## src/rtl/sw_array_ctrl.sv

```systemverilog
// Sequencing controller for a linear chain of Smith-Waterman PEs: buffers a short read,
// broadcasts it with a single store token, streams the reference and tracks the best tail score.
module sw_array_ctrl #(
    parameter int N_PE      = 8,
    parameter int SCORE_W   = 10,
    parameter int REF_LEN_W = 16
) (
    input  logic                 clk,
    input  logic                 rst,
    input  logic                 start,
    input  logic [REF_LEN_W-1:0] ref_len,
    output logic                 busy,
    input  logic [1:0]           rd_base,
    input  logic                 rd_valid,
    output logic                 rd_ready,
    input  logic [1:0]           ref_base,
    input  logic                 ref_valid,
    output logic                 ref_ready,
    output logic [1:0]           pe_S,
    output logic                 pe_store_S,
    output logic [1:0]           pe_T,
    output logic                 pe_init,
    output logic [SCORE_W-1:0]   pe_V,
    output logic [SCORE_W-1:0]   pe_F,
    input  logic [SCORE_W-1:0]   last_V,
    input  logic                 last_init,
    output logic                 done,
    output logic                 err,
    output logic [SCORE_W-1:0]   best_score,
    output logic [REF_LEN_W-1:0] best_pos
);

    localparam int IDX_W = (N_PE > 1) ? $clog2(N_PE) : 1;
    localparam int TO_W  = $clog2(N_PE + 4) + 1;

    typedef enum logic [2:0] {
        IDLE   = 3'd0,
        LOAD   = 3'd1,
        BCAST  = 3'd2,
        STREAM = 3'd3,
        DRAIN  = 3'd4,
        DONE   = 3'd5
    } state_t;

    state_t               state;
    logic [1:0]           rd_buf [N_PE];
    logic [IDX_W-1:0]     ld_cnt;
    logic [IDX_W-1:0]     bc_cnt;
    logic [IDX_W-1:0]     bc_nxt;
    logic [REF_LEN_W-1:0] ref_len_q;
    logic [REF_LEN_W-1:0] len_m1;
    logic [REF_LEN_W-1:0] ref_cnt;
    logic [REF_LEN_W-1:0] res_cnt;
    logic [TO_W-1:0]      drain_cnt;
    logic                 track_en;
    logic                 result_done;

    // Unsigned, strict: a tie never moves best_pos away from the earliest hit.
    function automatic logic is_better(input logic [SCORE_W-1:0] cand,
                                       input logic [SCORE_W-1:0] cur);
        return cand > cur;
    endfunction

    // The array boundary row/column is always zero.
    assign pe_V = '0;
    assign pe_F = '0;

    assign len_m1      = ref_len_q - REF_LEN_W'(1);
    assign bc_nxt      = bc_cnt + IDX_W'(1);
    assign track_en    = (state == STREAM) || (state == DRAIN);
    assign result_done = (last_init && (res_cnt == len_m1)) || (res_cnt == ref_len_q);

    // Read buffer is pure data: no reset, contents are don't-care between jobs.
    always_ff @(posedge clk) begin
        if (state == LOAD && rd_valid) begin
            rd_buf[ld_cnt] <= rd_base;
        end
    end

    always_ff @(posedge clk or posedge rst) begin
        if (rst) begin
            state      <= IDLE;
            busy       <= 1'b0;
            rd_ready   <= 1'b0;
            ref_ready  <= 1'b0;
            pe_S       <= '0;
            pe_store_S <= 1'b0;
            pe_T       <= '0;
            pe_init    <= 1'b0;
            done       <= 1'b0;
            err        <= 1'b0;
            best_score <= '0;
            best_pos   <= '0;
            ld_cnt     <= '0;
            bc_cnt     <= '0;
            ref_len_q  <= '0;
            ref_cnt    <= '0;
            res_cnt    <= '0;
            drain_cnt  <= '0;
        end else begin
            done <= 1'b0;

            // Results are taken whenever the tail flags them, not at a fixed offset.
            if (track_en && last_init) begin
                if (is_better(last_V, best_score)) begin
                    best_score <= last_V;
                    best_pos   <= res_cnt;
                end
                res_cnt <= res_cnt + REF_LEN_W'(1);
            end

            case (state)
                IDLE: begin
                    if (start) begin
                        ref_len_q  <= ref_len;
                        best_score <= '0;
                        best_pos   <= '0;
                        err        <= 1'b0;
                        ld_cnt     <= '0;
                        bc_cnt     <= '0;
                        ref_cnt    <= '0;
                        res_cnt    <= '0;
                        drain_cnt  <= '0;
                        busy       <= 1'b1;
                        if (ref_len == '0) begin
                            state <= DONE;
                        end else begin
                            state    <= LOAD;
                            rd_ready <= 1'b1;
                        end
                    end
                end

                LOAD: begin
                    if (rd_valid) begin
                        ld_cnt <= ld_cnt + IDX_W'(1);
                        if (ld_cnt == IDX_W'(N_PE - 1)) begin
                            rd_ready   <= 1'b0;
                            pe_store_S <= 1'b1;
                            pe_S       <= (N_PE == 1) ? rd_base : rd_buf[0];
                            bc_cnt     <= '0;
                            state      <= BCAST;
                        end
                    end
                end

                // The token walks one PE per cycle, so S must advance in lockstep.
                BCAST: begin
                    pe_store_S <= 1'b0;
                    if (bc_cnt == IDX_W'(N_PE - 1)) begin
                        pe_S      <= '0;
                        ref_ready <= 1'b1;
                        state     <= STREAM;
                    end else begin
                        pe_S   <= rd_buf[bc_nxt];
                        bc_cnt <= bc_nxt;
                    end
                end

                STREAM: begin
                    if (ref_valid) begin
                        pe_T    <= ref_base;
                        pe_init <= 1'b1;
                        ref_cnt <= ref_cnt + REF_LEN_W'(1);
                        if (ref_cnt == len_m1) begin
                            ref_ready <= 1'b0;
                            drain_cnt <= '0;
                            state     <= DRAIN;
                        end
                    end else begin
                        // The chain cannot stall, so a bubble corrupts the job.
                        pe_T      <= '0;
                        pe_init   <= 1'b0;
                        ref_ready <= 1'b0;
                        err       <= 1'b1;
                        done      <= 1'b1;
                        state     <= DONE;
                    end
                end

                DRAIN: begin
                    pe_T    <= '0;
                    pe_init <= 1'b0;
                    if (result_done) begin
                        done  <= 1'b1;
                        state <= DONE;
                    end else if (drain_cnt == TO_W'(N_PE + 3)) begin
                        err   <= 1'b1;
                        done  <= 1'b1;
                        state <= DONE;
                    end else begin
                        drain_cnt <= drain_cnt + TO_W'(1);
                    end
                end

                // Aborted/completed jobs enter with done already raised; the
                // zero-length path raises it here instead, one cycle later.
                DONE: begin
                    done  <= !done;
                    busy  <= 1'b0;
                    state <= IDLE;
                end

                default: begin
                    state <= IDLE;
                    busy  <= 1'b0;
                end
            endcase
        end
    end

endmodule

```

## config.mk

```make
export PLATFORM = sky130hd
export DESIGN_NAME = sw_array_ctrl
export DESIGN_NICKNAME = d
export VERILOG_FILES = /design/src/rtl/sw_array_ctrl.sv
export SDC_FILE = /design/constraint.sdc
export NUM_CORES = 1
export LEC_CHECK = 0
export CORE_ASPECT_RATIO = 2
export CORE_MARGIN = 5
export CORE_UTILIZATION = 60
export CTS_CLUSTER_DIAMETER = 80
export DETAILED_ROUTE_END_ITERATION = 6
export PLACE_DENSITY = 0.92
export SYNTH_ARGS = -nofsm -noshare
export SYNTH_HDL_FRONTEND = slang
export SYNTH_SLANG_ARGS = --single-unit
```

## constraint.sdc

```tcl
create_clock -name clk -period 4.6 [get_ports clk]
set_input_delay 0.69 -clock clk [delete_from_list [all_inputs] [get_ports clk]]
set_output_delay 0.69 -clock clk [all_outputs]
set_load 0.005 [all_outputs]
```

==> key figures <==
Run status
  • Outcome: complete, no violations

Place
  • Placed cell count: 904
  • GP Congestion: 0.974
  • PortBufs: 72
  • Dpl hpwl: 13300 um

Critical path
  • R2r setup slk: 1.04 ns
  • Setup crit end kind: flip-flop
  • WS Path Type: reg -> reg
  • R2R cell count: 8
  • Worst EP arrival: 3.84 ns
  • Crit path required time: 4.89 ns
  • CP Max Fanout: 26
  • Reg2reg end: best_score[2]
  • Crit start category: flip-flop
  • Worst R2R Start: state[1]

Finish
  • Post-layout util: 0.710
  • Antenna fix cells: 0
  • Final non-filler cell total: 935
  • Layout overhead on the synthesized area: 17.5%
  • Number of nets in the layout: 835
  • Share of layout cells above drive strength 1: 0.0656

CTS
  • Clock sinks: 115
  • Post-CTS Setup Inserts: 0
  • Clk_lat worst skew: 0.42 ns
  • Inserted Clock Buffers: 17
  • Clk slew on worst S/H paths: 0.06 ns
  • Max clock buf depth: 2
  • H-tree depth: 4
  • Post-CTS Hold Buffers: 0
  • PostCTS Resize Cnt: 0
  • CTS tree: yes
  • Root Driver: clkbuf_16

Routing
  • Post-detailed-routing wire length: 18200 um
  • Drt via density: 6.22
  • Via Count: 5813
  • DRT iter0 DRCs: 393
  • Routed length per instance: 19.4 um
  • Drt pass-1 iters: 5
  • DRC Markers: 0
  • ANT nets after route: 0

Floorplanning
  • # IOs: 93
  • Die height: 160 um
  • Starting Density: 0.604
  • Core area: 0.0112 mm^2
  • Die span in x: 85.1 um
  • FP Rows: 55
  • Die ar.: 0.0136 mm^2

Timing
  • Slew margin rel.: 0.298
  • Max-slew violation count: 0
  • Min Tclk post-route: 3.56 ns
  • Final worst path period share: 0.773
  • Worst-margin pin slew: 1.05 ns
  • Fmax: 281 MHz
  • Clock Skews: 0.00989 ns
  • # setup viols final: 0
  • Count of final hold-check violations: 0
  • RSZ-0062 raised after global routing: false
  • TNS Setup: 0 ns

Logic synthesis
  • Flop and latch count out of synthesis: 115
  • Synth Area per Inst: 9.26 um^2
  • Post-Syn Area: 0.00678 mm^2
  • Yosys cell types: 69
  • FFs w/ async S/R, synth: 0.861
  • Ys flop type: dfrtp_1
  • EDFF count, synth: 16
  • Largest area contributor in the netlist: dfrtp_1
  • Top cells by area, synth: dfrtp_1, edfxtp_1, xor2_1
  • Gate Count Post-Synth: 732
  • Synth warn: 0
  • Register area share after synthesis: 0.436
  • Top cell type's share of synthesized area: 0.366

Global route
  • Gr ovfl total: 0
  • Vias in the first global route: 6152
  • First-pass GRT wire length: 29800 um
  • Largest net degree at the start of global routing: 79
  • Total GRT Usage: 0.274
  • Initial antenna violation count: 0

Flow run
  • Max-Cap Viols: 0

Min path
  • Worst Hold Class: reg -> reg
  • Worst Hold Launch: err
  • Hold path cells: 2
  • Hold EP: err

Power
  • Leakage Power: 3.40 nW
  • Tot Pwr: 0.00479 W
  • Max VDD drop: 0.434 mV
  • Pwr dens: 602 mW/mm^2
synthesized netlist by cell type (4+ instances only):
cell and instances:
a211o_1 4, a21o_1 6, a21oi_1 25, a31oi_1 10, and3_1 12, buf_2 4
buf_4 22, clkbuf_1 34, dfrtp_1 99, edfxtp_1 16, ha_1 18, inv_1 26
mux2i_1 30, mux4_2 4, nand2_1 86, nand2b_1 5, nand3_1 27, nand4_1 14
nor2_1 84, nor2b_1 6, nor3_1 9, nor4_1 10, o211ai_1 5, o21a_1 4
o21ai_0 26, o221ai_1 4, or2_2 5, or3_1 11, xnor2_1 26, xor2_1 37
worst max-delay path: stages, from the launching register on:
cell and delay, ns:
dfrtp_1 0.58, nor2b_1 0.35, nand2_1 0.24, a21boi_1 0.67
o31a_1 0.24, o221ai_1 0.15, a21oi_4 0.82, mux2i_1 0.29
nor2_1 0.07
cell families after synthesis:
family | after synthesis | synth area share
flip-flops | 115 | 0.436
buffers and inverters | 89 | 0.0633
multiplexers | 34 | 0.0576
adder cells (fa/ha/maj) | 18 | 0.0332
AND/OR/NAND/NOR | 291 | 0.207
other | 1 | 0.000553
AO/OA/AOI/OAI | 121 | 0.120
XOR/XNOR | 63 | 0.0814
worst max-delay path by stage:
stage / depth (start not counted) / endpoint / startpoint / slack [ns]
2_1_floorplan: 1 / bc_cnt[0] / rst / 1.32
3_3_place_gp: 7 / best_score[8] / last_init / 1.21
3_5_place_dp: 7 / best_score[2] / last_init / 1.08
4_1_cts: 8 / best_score[2] / state[1] / 1.09
5_1_grt: 8 / best_pos[11] / state[1] / 0.77
6_report: 8 / best_score[2] / state[1] / 1.04
layout by cell type (no fill, tap or decap), drive strengths merged, types with 4 or more instances in the layout:
cell and n:
o21a 4, inv 26, nand2b 5, a31oi 10, or2 5, and3 12
mux2i 30, a211o 4, conb 20, o221ai 4, xnor2 26, nand4 14
clkdlybuf4s50 72, o21ai 28, nand3 27, a21oi 26, clkbuf 18, nand2 86
edfxtp 16, nor2 84, nor2b 6, a21o 6, nor4 11, or3 11
mux4 4, dfrtp 99, o211ai 5, xor2 37, clkinv 8, ha 18
clkinvlp 5, nor3 11
area by class of cell:
cell class / count / area (um^2)
clock buffers: 18 / 429
clock inverters: 13 / 91.3
fillers: 774 / 3250
inverters: 26 / 100
multi-input cells: 547 / 3470
flip-flops and latches: 115 / 2960
well taps: 142 / 178
repair buffers: 74 / 736
flip-flops by register name (all words and copies together) (netlist names), 5 cells and up:
register,count
best_score,10
drain_cnt,5
ref_len_q,16
ref_cnt,16
best_pos,16
res_cnt,16
rd_buf,16
power breakdown:
group / total (W) / switching [W] / internal, W
Sequential: 0.00174 / 0.000456 / 0.00128
Combinational: 0.00189 / 0.00101 / 0.000874
Clock: 0.00117 / 0.000486 / 0.000680
Total: 0.00479 / 0.00196 / 0.00284
metrics by stage:
step / hold slack (ns) / worst slack, ns / cell area, um^2
4_1_cts: 0.490 / 1.09 / 7970
5_1_grt: 0.531 / 0.769 / 7970
2_1_floorplan: 0.454 / 1.32 / 6850
3_3_place_gp: 0.464 / 1.21 / 7440
6_report: 0.490 / 1.04 / 7970
3_5_place_dp: 0.469 / 1.08 / 7440
layer usage:
metal / vias up / wire (um) / GRT usage / share of wire
li1: 2636 / - / - / -
met1: 2855 / 6290 / 0.285 / 0.35
met2: 247 / 10100 / 0.502 / 0.56
met3: 75 / 871 / 0.0483 / 0.048
met4: 0 / 886 / 0.157 / 0.049
met5: - / 0 / 0 / 0
(Power assumes the default switching activity.)
